<file path="src/rtl/truth_table_sweeper_pkg.sv">
`default_nettype none
// ============================================================================
// Package     : sweep_pkg
// Description : Shared types and sizing helpers for the truth-table sweeper
//               and related stimulus engines.
// Revision    : 1.0 - initial release
// ============================================================================
package sweep_pkg;

  // Sweep controller states
  typedef enum logic [1:0] {
    IDLE  = 2'd0,
    APPLY = 2'd1,
    DONE  = 2'd2
  } state_t;

  // Largest supported stimulus width
  localparam int MAX_N_IN = 10;

  // Number of input vectors for an n-input block
  function automatic int nvec(input int n_in);
    return 1 << n_in;
  endfunction

  // Error counter width: must hold the value 2**n_in (every vector failing)
  function automatic int err_w(input int n_in);
    return n_in + 1;
  endfunction

endpackage
`default_nettype wire

</file>
<file path="src/rtl/truth_table_sweeper_hold_timer.sv">
`default_nettype none
// ============================================================================
// Module      : hold_timer
// Description : Counts 0..HOLD-1 while enabled and flags the last count.
//               Held at zero while clr is high.
// Revision    : 1.0 - initial release
// ============================================================================
module hold_timer #(
  parameter int HOLD = 5
) (
  input  logic clk,
  input  logic rst,
  input  logic clr,
  input  logic en,
  output logic last
);

  localparam int CW = (HOLD > 1) ? $clog2(HOLD) : 1;
  localparam logic [CW-1:0] C_LAST = CW'(HOLD - 1);

  logic [CW-1:0] count;

  // Free-running modulo-HOLD counter, parked at zero while cleared
  always_ff @(posedge clk or posedge rst) begin
    if (rst) begin
      count <= '0;
    end else if (clr) begin
      count <= '0;
    end else if (en) begin
      if (count == C_LAST) count <= '0;
      else                 count <= count + 1'b1;
    end
  end

  assign last = en && (count == C_LAST);

endmodule
`default_nettype wire

</file>
<file path="src/rtl/truth_table_sweeper.sv">
`default_nettype none
// ============================================================================
// Module      : truth_table_sweeper
// Description : Drives every input vector of a combinational block in
//               ascending order, holds each for HOLD cycles, samples the
//               block output on the last hold cycle and compares it with the
//               expected truth table.
// Revision    : 1.0 - initial release
// ============================================================================
module truth_table_sweeper
  import sweep_pkg::*;
#(
  parameter int                     N_IN   = 4,
  parameter int                     HOLD   = 5,
  parameter logic [(1<<N_IN)-1:0]   EXP_TT = 16'h0000
) (
  input  logic                        clk,
  input  logic                        rst,
  input  logic                        start,
  input  logic                        abort,
  output logic [N_IN-1:0]             vec_out,
  input  logic                        dut_y,
  output logic                        busy,
  output logic                        done,
  output logic                        pass,
  output logic [err_w(N_IN)-1:0]      err_count,
  output logic [N_IN-1:0]             first_err_idx,
  output logic                        first_err_vld,
  output logic [(1<<N_IN)-1:0]        tt_cap
);

  localparam int              NVEC   = nvec(N_IN);
  localparam int              EW     = err_w(N_IN);
  localparam logic [N_IN-1:0] C_VMAX = N_IN'(NVEC - 1);

  state_t          state;
  state_t          state_nxt;
  logic            last;
  logic            launch;
  logic            sample;
  logic            final_vec;
  logic            mismatch;
  logic [EW-1:0]   err_nxt;
  logic            pass_r;

  // A start is honoured only outside APPLY; abort wins over a same-cycle sample
  assign launch    = start && ((state == IDLE) || (state == DONE));
  assign sample    = (state == APPLY) && last && !abort;
  assign final_vec = (vec_out == C_VMAX);
  assign mismatch  = (dut_y != EXP_TT[vec_out]);
  assign err_nxt   = err_count + EW'(mismatch);

  hold_timer #(
    .HOLD (HOLD)
  ) u_hold_timer (
    .clk  (clk),
    .rst  (rst),
    .clr  (state != APPLY),
    .en   (state == APPLY),
    .last (last)
  );

  // State register
  always_ff @(posedge clk or posedge rst) begin
    if (rst) state <= IDLE;
    else     state <= state_nxt;
  end

  // Next-state decode
  always_comb begin
    state_nxt = state;
    case (state)
      IDLE:    if (start) state_nxt = APPLY;
      APPLY: begin
        if (abort)                    state_nxt = IDLE;
        else if (sample && final_vec) state_nxt = DONE;
      end
      DONE:    if (start) state_nxt = APPLY;
      default: state_nxt = IDLE;
    endcase
  end

  // Vector counter and result registers
  always_ff @(posedge clk or posedge rst) begin
    if (rst) begin
      vec_out       <= '0;
      err_count     <= '0;
      first_err_idx <= '0;
      first_err_vld <= 1'b0;
      tt_cap        <= '0;
      pass_r        <= 1'b0;
    end else if (launch) begin
      vec_out       <= '0;
      err_count     <= '0;
      first_err_idx <= '0;
      first_err_vld <= 1'b0;
      tt_cap        <= '0;
      pass_r        <= 1'b0;
    end else if (state == APPLY) begin
      if (abort) begin
        // Partial results are kept for inspection; only the stimulus rewinds
        vec_out <= '0;
      end else if (sample) begin
        tt_cap[vec_out] <= dut_y;
        err_count       <= err_nxt;
        if (mismatch && !first_err_vld) begin
          first_err_idx <= vec_out;
          first_err_vld <= 1'b1;
        end
        if (final_vec) pass_r  <= (err_nxt == '0);
        else           vec_out <= vec_out + 1'b1;
      end
    end
  end

  assign busy = (state == APPLY);
  assign done = (state == DONE);
  assign pass = pass_r;

endmodule
`default_nettype wire

</file>
<file path="config.mk">
export PLATFORM = sky130hd
export DESIGN_NAME = truth_table_sweeper
export DESIGN_NICKNAME = d
export VERILOG_FILES = /design/src/rtl/truth_table_sweeper_pkg.sv /design/src/rtl/truth_table_sweeper_hold_timer.sv /design/src/rtl/truth_table_sweeper.sv
export SDC_FILE = /design/constraint.sdc
export NUM_CORES = 1
export LEC_CHECK = 0
export ABC_AREA = 1
export BUFFER_PORTS_ARGS = -buffer_cell sky130_fd_sc_hd__buf_2
export CORE_ASPECT_RATIO = 1.1
export CORE_UTILIZATION = 28
export CTS_BUF_LIST = sky130_fd_sc_hd__clkbuf_16
export DETAILED_ROUTE_END_ITERATION = 10
export GPL_ROUTABILITY_DRIVEN = 0
export GPL_TIMING_DRIVEN = 0
export HOLD_SLACK_MARGIN = 0.15
export PLACE_DENSITY = 0.45
export SETUP_SLACK_MARGIN = 0.5
export SLEW_MARGIN = 0
export SYNTH_ARGS = -nofsm -noshare
export SYNTH_HDL_FRONTEND = slang
export SYNTH_SLANG_ARGS = --single-unit
</file>
<file path="constraint.sdc">
create_clock -name clk -period 3 [get_ports clk]
set_input_delay 0.15 -clock clk [delete_from_list [all_inputs] [get_ports clk]]
set_output_delay 0.15 -clock clk [all_outputs]
set_load 0.005 [all_outputs]
</file>
==> impl_metrics.tcl, run 1 <==
set metrics [dict create \
    syn_area_um2 2000 \
    power_density_nw_per_um2 492 \
    layout.nets 335 \
    period_needed_ns 1.58 \
    seq_area_um2 901 \
    n_fill_cell 767 \
    holdBufCountCts 2 \
    die-width_um 82.5 \
    final-setup-viol-count 0 \
    grt_max_degree 37 \
    drt_first_pass_iters 4 \
    antenna_cells 0 \
    placed_area_um2 2280 \
    dp.cells 395 \
    clockRootBuffer "clkbuf_16" \
    min_path_type "primary input to register" \
    routed_wl_mm 4.96 \
    dp_slack_ns 1.44 \
    ant_nets 0 \
    syn_area_per_cell_um2 7.23 \
    ir_worst_vdd_v 0.000226 \
    hpwlAfterDp_mm 3.55 \
    grt_overflow 0 \
    rsz0062_at_grt "no" \
    clock_latency_ns 0.28 \
    slew_viol_final 0 \
    final_cells 405 \
    finalPower_uw 1200 \
    io_buffer_count 37 \
    cp-start-kind "register" \
    p_leak_uw 0.00146 \
    drtIter0Drc 88 \
    rows 31 \
    cts.sinks 36 \
    cpPeakStageDelay_ns 0.49 \
    cpMaxStageDelayCell "dfrtp_1" \
    drive_gt1_share_pct 18.0 \
    cp_max_fo 8 \
    grt_usage_pct 15.1 \
    die_h_um 90.5 \
    slew_headroom_pct 46.1 \
    htree_levels 2 \
    fin_area_um2 2440 \
    start_util_pct 29.6 \
    cp-end-kind "register" \
    first_global_vias 1768 \
    fin_skew_ns 0.00589 \
    drt-wirelength-per-cell_um 12.2 \
    clockBufferDepth 2 \
    syn_to_final_growth_pct 22.4 \
    vias 1841 \
    coreArea_um2 6750 \
    seq_area_frac_synth_pct 45.1 \
    vias_per_cell 4.55 \
    die-area_um2 7470 \
    crit_required_ns 3.15 \
    synthDistinctLibCells 19 \
    worstMarginPinSlew_ns 0.807 \
    synth_nets 289 \
    post_cts_buffers 0 \
    max_cap_viol_count 0 \
    cts_buffers 5 \
    critical_path_class "register to register" \
    path_cells "ha_1 > nand3_1 > nand3_1 > nand2_1 > nand2_1 > o21ai_0" \
    multi_input_area_um2 892 \
    period_share_pct 52.6 \
    timing.fmax_mhz 634 \
    grt_pass1_wl_mm 8.63 \
    drc 0 \
    clk_pin_slew_ns 0.06 \
    syn_inst 276 \
    synth-seq-cells 36 \
    cts_tree "done" \
    antenna_found_initial 0 \
    setup_ws_ns 1.42 \
    worst_ep_arrival_time_ns 1.73 \
    pin_count 38 \
    post_cts_resized 0 \
    final-hold-violation-count 0 \
    setup_tns_ns 0 \
    status "completed" \
    yosysWarnings 0 \
]
[per-stage QoR]
step / utilization (%) / hold slack [ns]
finish: 36.2 / 0.225
CTS: 36.2 / 0.224
global route: 36.2 / 0.254
detailed placement: 33.8 / 0.353
floorplan: - / 0.236
global placement: 33.8 / 0.357
[path summary, 6_finish.rpt]
| check | depth (start not counted) | start | slack (ns) | end |
|---|---|---|---|---|
| min in group asynchronous | 3 | rst | 0.57 | err_count[2] |
| worst max register to register | 6 | vec_out[0] | 1.42 | vec_out[1] |
| worst min-delay path | 3 | dut_y | 0.23 | tt_cap[15] |
| worst max-delay path | 6 | vec_out[0] | 1.42 | vec_out[1] |
| worst min register to register | 1 | u_hold_timer.count[0] | 0.47 | u_hold_timer.count[0] |
| max in group asynchronous | 3 | rst | 1.91 | tt_cap[13] |
[cells in the final DEF (no fill, tap or decap), drive strengths merged]
| cell | Yosys | routed |
|---|---|---|
| nand3 | 36 | 36 |
| o21ai | 8 | 8 |
| dlygate4sd3 | 0 | 2 |
| o31ai | 1 | 1 |
| xnor2 | 1 | 1 |
| nand2 | 99 | 99 |
| a21oi | 2 | 2 |
| dfrtp | 36 | 36 |
| buf | 9 | 46 |
| nor2 | 25 | 25 |
| clkinv | 0 | 3 |
| nand4 | 8 | 8 |
| inv | 39 | 39 |
| clkbuf | 0 | 5 |
| ha | 8 | 8 |
| nor3 | 4 | 4 |
[where the power goes]
part	total, uW	switching (uW)	internal (uW)
Clock	497	195	302
Combinational	176	120	55.5
Sequential	529	23.8	505
Total	1200	339	862
[state kept, by name, indices dropped and copies added (netlist names)]
signal,cells
pass,1
vec_out,4
first_err_idx,4
tt_cap,16
first_err_vld,1
err_count,5
state,2
u_hold_timer.count,3
[per-layer routing]
metal / track usage [%] / vias to the layer above / wire length, um
li1: - / 956 / -
met1: 20.7 / 852 / 2370
met2: 23.8 / 29 / 2360
met3: 3.03 / 4 / 189
met4: 4.45 / 0 / 46
met5: 0 / - / 0
[area by class of cell]
cell class                 count  area share, %
inverter                      39           5.99
multi-input combinational    192           36.5
tap                           82           4.20
clock buffer                   5           5.12
buffer                         9           2.31
timing repair buffer          39           8.40
sequential                    36           36.9
clock inverter                 3          0.564
[worst max-delay path, delay by kind of cell, from the launching register on]
family / cells / cell delay (ns)
AOI/OAI and AO/OA: 1 / 0.08
adders and majority gates: 1 / 0.25
and+or+nand+nor: 4 / 0.63
DFF: 1 / 0.49
[cells in the mapped netlist]
master,count,area [um2]
buf_6,1,11.3
nand2_1,97,364
o21ai_1,1,5.00
nor2_1,25,93.8
nor3_1,3,15.0
nand4_1,8,50.1
buf_4,2,15.0
o31ai_1,1,7.51
nor3_2,1,10.0
inv_1,38,143
ha_1,8,100
inv_2,1,3.75
nand3_1,36,180
o21ai_0,7,35.0
a21oi_1,2,10.0
buf_2,6,30.0
xnor2_1,1,8.76
nand2_2,2,12.5
dfrtp_1,36,901
[cell families after synthesis]
group	synth area share [%]
xor+xnor	0.439
fa+ha+maj	5.02
buf+inv	10.2
flops	45.1
compound gates	2.88
simple gates	36.4
No activity file was read; power rests on OpenSTA's default activity.
==> run 2, diff against run 1 <==
Clock period 3 ns to 1.6 ns, I/O delays scaled along.
==> run 2 against run 1 <==
Against the previous run: the run now ends with negative hold slack left; die area unchanged; worst hold slack worse by 0.26 ns; register-to-register slack worse by 1.2 ns; core utilization up 3.5 points; maximum frequency up 12%; design area up 9.7%; cell count up 3.0%; non-clock buffer count up 12; count of clock-buffer cells in the layout unchanged; sequential cell count unchanged; sequential share of layout area down 3.1 points; total power up 94%; critical endpoint is now first_err_idx[0].
==> impl_metrics.tcl, run 2 (synthesis gave the netlist of run 1 again) <==
set metrics [dict create \
    cts.sinks 36 \
    die-area_um2 7470 \
    max_cap_viol_count 0 \
    rows 31 \
    drive_gt1_share_pct 25.7 \
    die_h_um 90.5 \
    clk_pin_slew_ns 0.06 \
    finalPower_uw 2330 \
    cts_buffers 5 \
    ir_worst_vdd_v 0.000415 \
    reg_top3 "tt_cap: 16 flops, err_count: 5 flops" \
    fin_skew_ns 0.00510 \
    cts_tree "done" \
    critical_path_class "register to register" \
    rsz0062_at_grt "yes" \
    reg2reg_slack_ns 0.19 \
    htree_levels 2 \
    setup_tns_ns 0 \
    final-hold-violation-count 36 \
    grt_overflow 0 \
    grt_pass1_wl_mm 8.90 \
    final_cells 417 \
    hpwlAfterDp_mm 3.56 \
    antenna_found_initial 0 \
    crit_required_ns 1.76 \
    clock_latency_ns 0.27 \
    pin_count 38 \
    layout.nets 347 \
    fin_area_um2 2680 \
    drt-wirelength-per-cell_um 12.5 \
    timing.fmax_mhz 709 \
    status "finished, violations left" \
    routed_wl_mm 5.21 \
    power_density_nw_per_um2 868 \
    cp-end-kind "register" \
    period_needed_ns 1.41 \
    min_path_type "primary input to async pin" \
    worstMarginPinSlew_ns 0.810 \
    cp-start-kind "register" \
    syn_to_final_growth_pct 34.3 \
    slew_viol_final 0 \
    final-setup-viol-count 0 \
    dp.cells 395 \
    vias 1919 \
    drtIter0Drc 110 \
    period_share_pct 88.1 \
    grt_usage_pct 15.5 \
    coreArea_um2 6750 \
    slew_headroom_pct 45.9 \
    drc 0 \
    largest_reg_flops 16 \
    holdWs_ns -0.0356 \
    final_cell_mix "nand2_1 (93), buf_2 (39), inv_1 (38)" \
    drt_first_pass_iters 4 \
    violations "negative hold slack" \
    antenna_cells 0 \
    io_buffer_count 37 \
    ant_nets 0 \
    start_util_pct 29.6 \
    placed_area_um2 2310 \
    regMostFlops "tt_cap" \
    p_leak_uw 0.00155 \
    cp_max_fo 5 \
    vias_per_cell 4.60 \
    clockRootBuffer "clkbuf_16" \
    first_global_vias 1893 \
    final_common_cell "nand2_1" \
    die-width_um 82.5 \
    clockBufferDepth 2 \
    worst_ep_arrival_time_ns 1.57 \
    grt_max_degree 37 \
    holdBufCountCts 1 \
]
[run 2: cell count changes in the layout (fill, tap and decap cells not counted), sizes merged]
cell,delta
buf,+12
inv,+1
clkinv,-1
dlygate4sd3,-1
clkbuf,+1
[run 2: through the flow]
step | hold slack [ns] | utilization (%) | setup WS, ns
after floorplan | 0.166 | - | 0.285
after global placement | 0.290 | 34.2 | -0.0452
after detailed placement | 0.290 | 34.2 | 0.0408
after CTS | 0.00327 | 38.7 | 0.220
after global routing | 0.0436 | 39.7 | 0.0890
final | -0.0356 | 39.7 | 0.190
[run 2: per-layer routing]
layer	track usage [%]	vias to the layer above	part of all wire [%]
li1	-	980	-
met1	20.7	901	48
met2	25.1	36	48
met3	2.83	2	3.8
met4	4.74	0	0.81
met5	0	-	0
[run 2: area by class of cell]
cell class / instances / area [um2]
Inverter: 39 / 146
Fill cell: 753 / 4070
Tap cell: 82 / 103
Multi-Input combinational cell: 192 / 966
Timing Repair Buffer: 51 / 334
Clock buffer: 5 / 125
Clock inverter: 3 / 11.3
Sequential cell: 36 / 906
Buffer: 9 / 88.8
[run 2: final timing paths]
kind                                            start          endpoint  cells past startpoint
max in group asynchronous                         rst        vec_out[1]                      2
worst min register to register       first_err_idx[3]  first_err_idx[3]                      2
worst max-delay path            u_hold_timer.count[0]  first_err_idx[0]                      7
worst min-delay path                              rst         tt_cap[5]                      2
min in group clk                                dut_y        tt_cap[15]                      3
worst max register to register  u_hold_timer.count[0]  first_err_idx[0]                      7
[run 2: what timing repair did]
item	CTS	global route
pin swaps	2	1
gates cloned	2	1
endpoints found under the hold margin	37	36
setup endpoints to repair	35	36
resized for setup	23	8
buffers inserted	8	2
[run 2: report_power, final]
| group | internal (uW) | leakage, uW | switching [uW] |
|---|---|---|---|
| clock network | 560 | 0.0000701 | 346 |
| registers | 951 | 0.000492 | 44.6 |
| logic | 161 | 0.000992 | 265 |
[run 2: critical path, stage by stage (launching register included)]
cell and delay [ns]:
dfrtp_1 0.38, inv_1 0.06, ha_1 0.15, nand2_2 0.08, inv_1 0.19, nand4_1 0.25, nand3_1 0.14, nand2_1 0.05
==> run 3, diff against run 2 <==
Settings changed: CELL_PAD_IN_SITES_DETAIL_PLACEMENT set to 1, CELL_PAD_IN_SITES_GLOBAL_PLACEMENT set to 2, CORE_UTILIZATION 28 to 30, PLACE_DENSITY 0.45 to 0.77.
==> run 3 against run 2 <==
Against the previous run: the flow still finishes with violations (negative hold slack); via count up 5.5%; worst hold slack worse by 0.0068 ns; register-to-register slack worse by 0.06 ns; wire length up 18%; largest cell class unchanged; critical path type unchanged; critical path depth unchanged; non-clock buffer count up 7; largest power group unchanged; worst setup slack worse by 0.061 ns; maximum frequency down 4.2%.
==> impl_metrics.tcl, run 3 (synthesis gave the netlist of run 1 again) <==
set metrics [dict create \
    status "finished, violations left" \
    violations "negative hold slack" \
    period_needed_ns 1.47 \
    drt-wirelength-per-cell_um 14.6 \
    final_cell_mix "nand2_1 (84), buf_2 (39), inv_1 (33)" \
    period_share_pct 92.0 \
    reg_top3 "tt_cap: 16 flops, err_count: 5 flops" \
    n_fill_cell 800 \
    critical_path_class "register to register" \
    drive_gt1_share_pct 34.5 \
    grt_pass1_wl_mm 9.60 \
    hpwlAfterDp_mm 3.86 \
    first_global_vias 1958 \
    cpPeakStageDelay_ns 0.38 \
    start_util_pct 31.6 \
    seq_area_um2 906 \
    clock_latency_ns 0.28 \
    grt_usage_pct 17.8 \
    max_cap_viol_count 0 \
    final-setup-viol-count 0 \
    worstSetupEndpoint "first_err_idx[1]" \
    drtIter0Drc 81 \
    slew_headroom_pct 46.6 \
    vias_per_cell 4.80 \
    fin_util_pct 45.8 \
    setup_ws_ns 0.129 \
    power_density_nw_per_um2 865 \
    reg2reg_slack_ns 0.13 \
    die_h_um 87.5 \
    pin_count 38 \
    clockBufferDepth 2 \
    final-hold-violation-count 36 \
    die-area_um2 6980 \
    clk_pin_slew_ns 0.05 \
    drt_first_pass_iters 4 \
    reg2reg_from "u_hold_timer.count[1]" \
    die-width_um 79.8 \
    antenna_found_initial 0 \
    cp_max_fo 5 \
    crit_required_ns 1.76 \
    ir_worst_vdd_v 0.000546 \
    cts.sinks 36 \
    cp.depth 7 \
    largest_reg_flops 16 \
    io_buffer_count 37 \
    coreArea_um2 6310 \
    syn_to_final_growth_pct 44.6 \
    cpMaxStageDelayCell "dfrtp_1" \
    path_cells "inv_2 > ha_4 > nand2_4 > inv_2 > nand4_1 > nand3_1 > nand2_1" \
    htree_levels 2 \
    dp_slack_ns 0.0230 \
    cts_buffers 5 \
    rsz0062_at_grt "yes" \
    reg2regPathDepth 7 \
    final_common_cell "nand2_1" \
    holdWs_ns -0.0424 \
    min_path_type "primary input to async pin" \
    multi_input_area_um2 1120 \
    critPathLaunch "u_hold_timer.count[1]" \
    vias 2025 \
    drc 0 \
    worst_ep_arrival_time_ns 1.63 \
    clockRootBuffer "clkbuf_16" \
    cpMostUsedCell "inv_2" \
    layout.nets 354 \
    grt_overflow 0 \
    routed_wl_mm 6.15 \
    worst-path-buf-inv 2 \
    p_leak_uw 0.00164 \
    cp-end-kind "register" \
    slew_viol_final 0 \
    timing.fmax_mhz 680 \
    rr_endpoint "first_err_idx[1]" \
    cp_top_family "simple AND/OR/NAND/NOR gates" \
    worstMarginPinSlew_ns 0.800 \
    cts_tree "done" \
    finalPower_uw 2500 \
    setup_tns_ns 0 \
    ant_nets 0 \
    rows 30 \
    antenna_cells 0 \
    holdBufCountCts 1 \
    regMostFlops "tt_cap" \
    fin_skew_ns 0.00460 \
    grt_max_degree 37 \
    cp-start-kind "register" \
]
run 3: cell count changes in the layout (fill, tap and decap cells not counted), moves of 3 or more:
cell     delta
inv_2       +6
buf_4       +5
nand2_1     -9
o21ai_0     -3
nand2_4     +3
nand2_2     +4
nor2_1      -3
nor2_4      +3
nand3_1     -3
nand3_2     +3
inv_1       -5
run 3: routing by layer:
metal | wire, um | GRT usage (%) | part of all wire (%) | up-vias
met2 | 3050 | 30.2 | 50 | 32
li1 | - | - | - | 994
met1 | 2850 | 23.4 | 46 | 995
met4 | 79 | 5.36 | 1.3 | 0
met3 | 169 | 2.92 | 2.7 | 4
met5 | 0 | 0 | 0 | -
run 3: what timing repair did:
item                                   CTS  global route
resized for setup                       19            57
buffers inserted                         8             9
endpoints found under the hold margin   37            36
pin swaps                                2            20
setup endpoints to repair               36            38
cloned                                   1             2
run 3: worst register-to-register path, delay by kind of cell, from the launching register on:
family / cells / cell delay [ns]
simple gates: 4 / 0.58
flops: 1 / 0.38
buf+inv: 2 / 0.25
fa+ha+maj: 1 / 0.14
run 3: final cells by class:
cell class,instances,share of cell area [%]
timing repair buffer,58,13.4
multi-input combinational,192,38.8
tap,80,3.47
buffer,9,3.21
clock buffer,5,4.34
inverter,39,5.07
clock inverter,3,0.390
sequential,36,31.4
run 3: report_power, final:
group | internal, uW | switching (uW)
registers | 951 | 44.7
logic | 244 | 337
clock network | 560 | 358
total | 1760 | 740
run 3: worst min path at each step:
stage,from,to,slack [ns],cells after the start
after floorplan,start,state[1],0.17,1
after global placement,start,state[1],0.29,2
after detailed placement,start,state[1],0.29,2
after CTS,rst,tt_cap[9],0.007,2
after global routing,rst,tt_cap[13],0.04,2
final,rst,tt_cap[9],-0.04,2
run 3: per-stage QoR:
stage	instance area, um2	hold slack (ns)	instances
3_5_place_dp	2300	0.287	393
6_report	2890	-0.0424	422
5_1_grt	2890	0.0450	422
2_1_floorplan	2020	0.166	276
3_3_place_gp	2300	0.289	393
4_1_cts	2590	0.00692	411
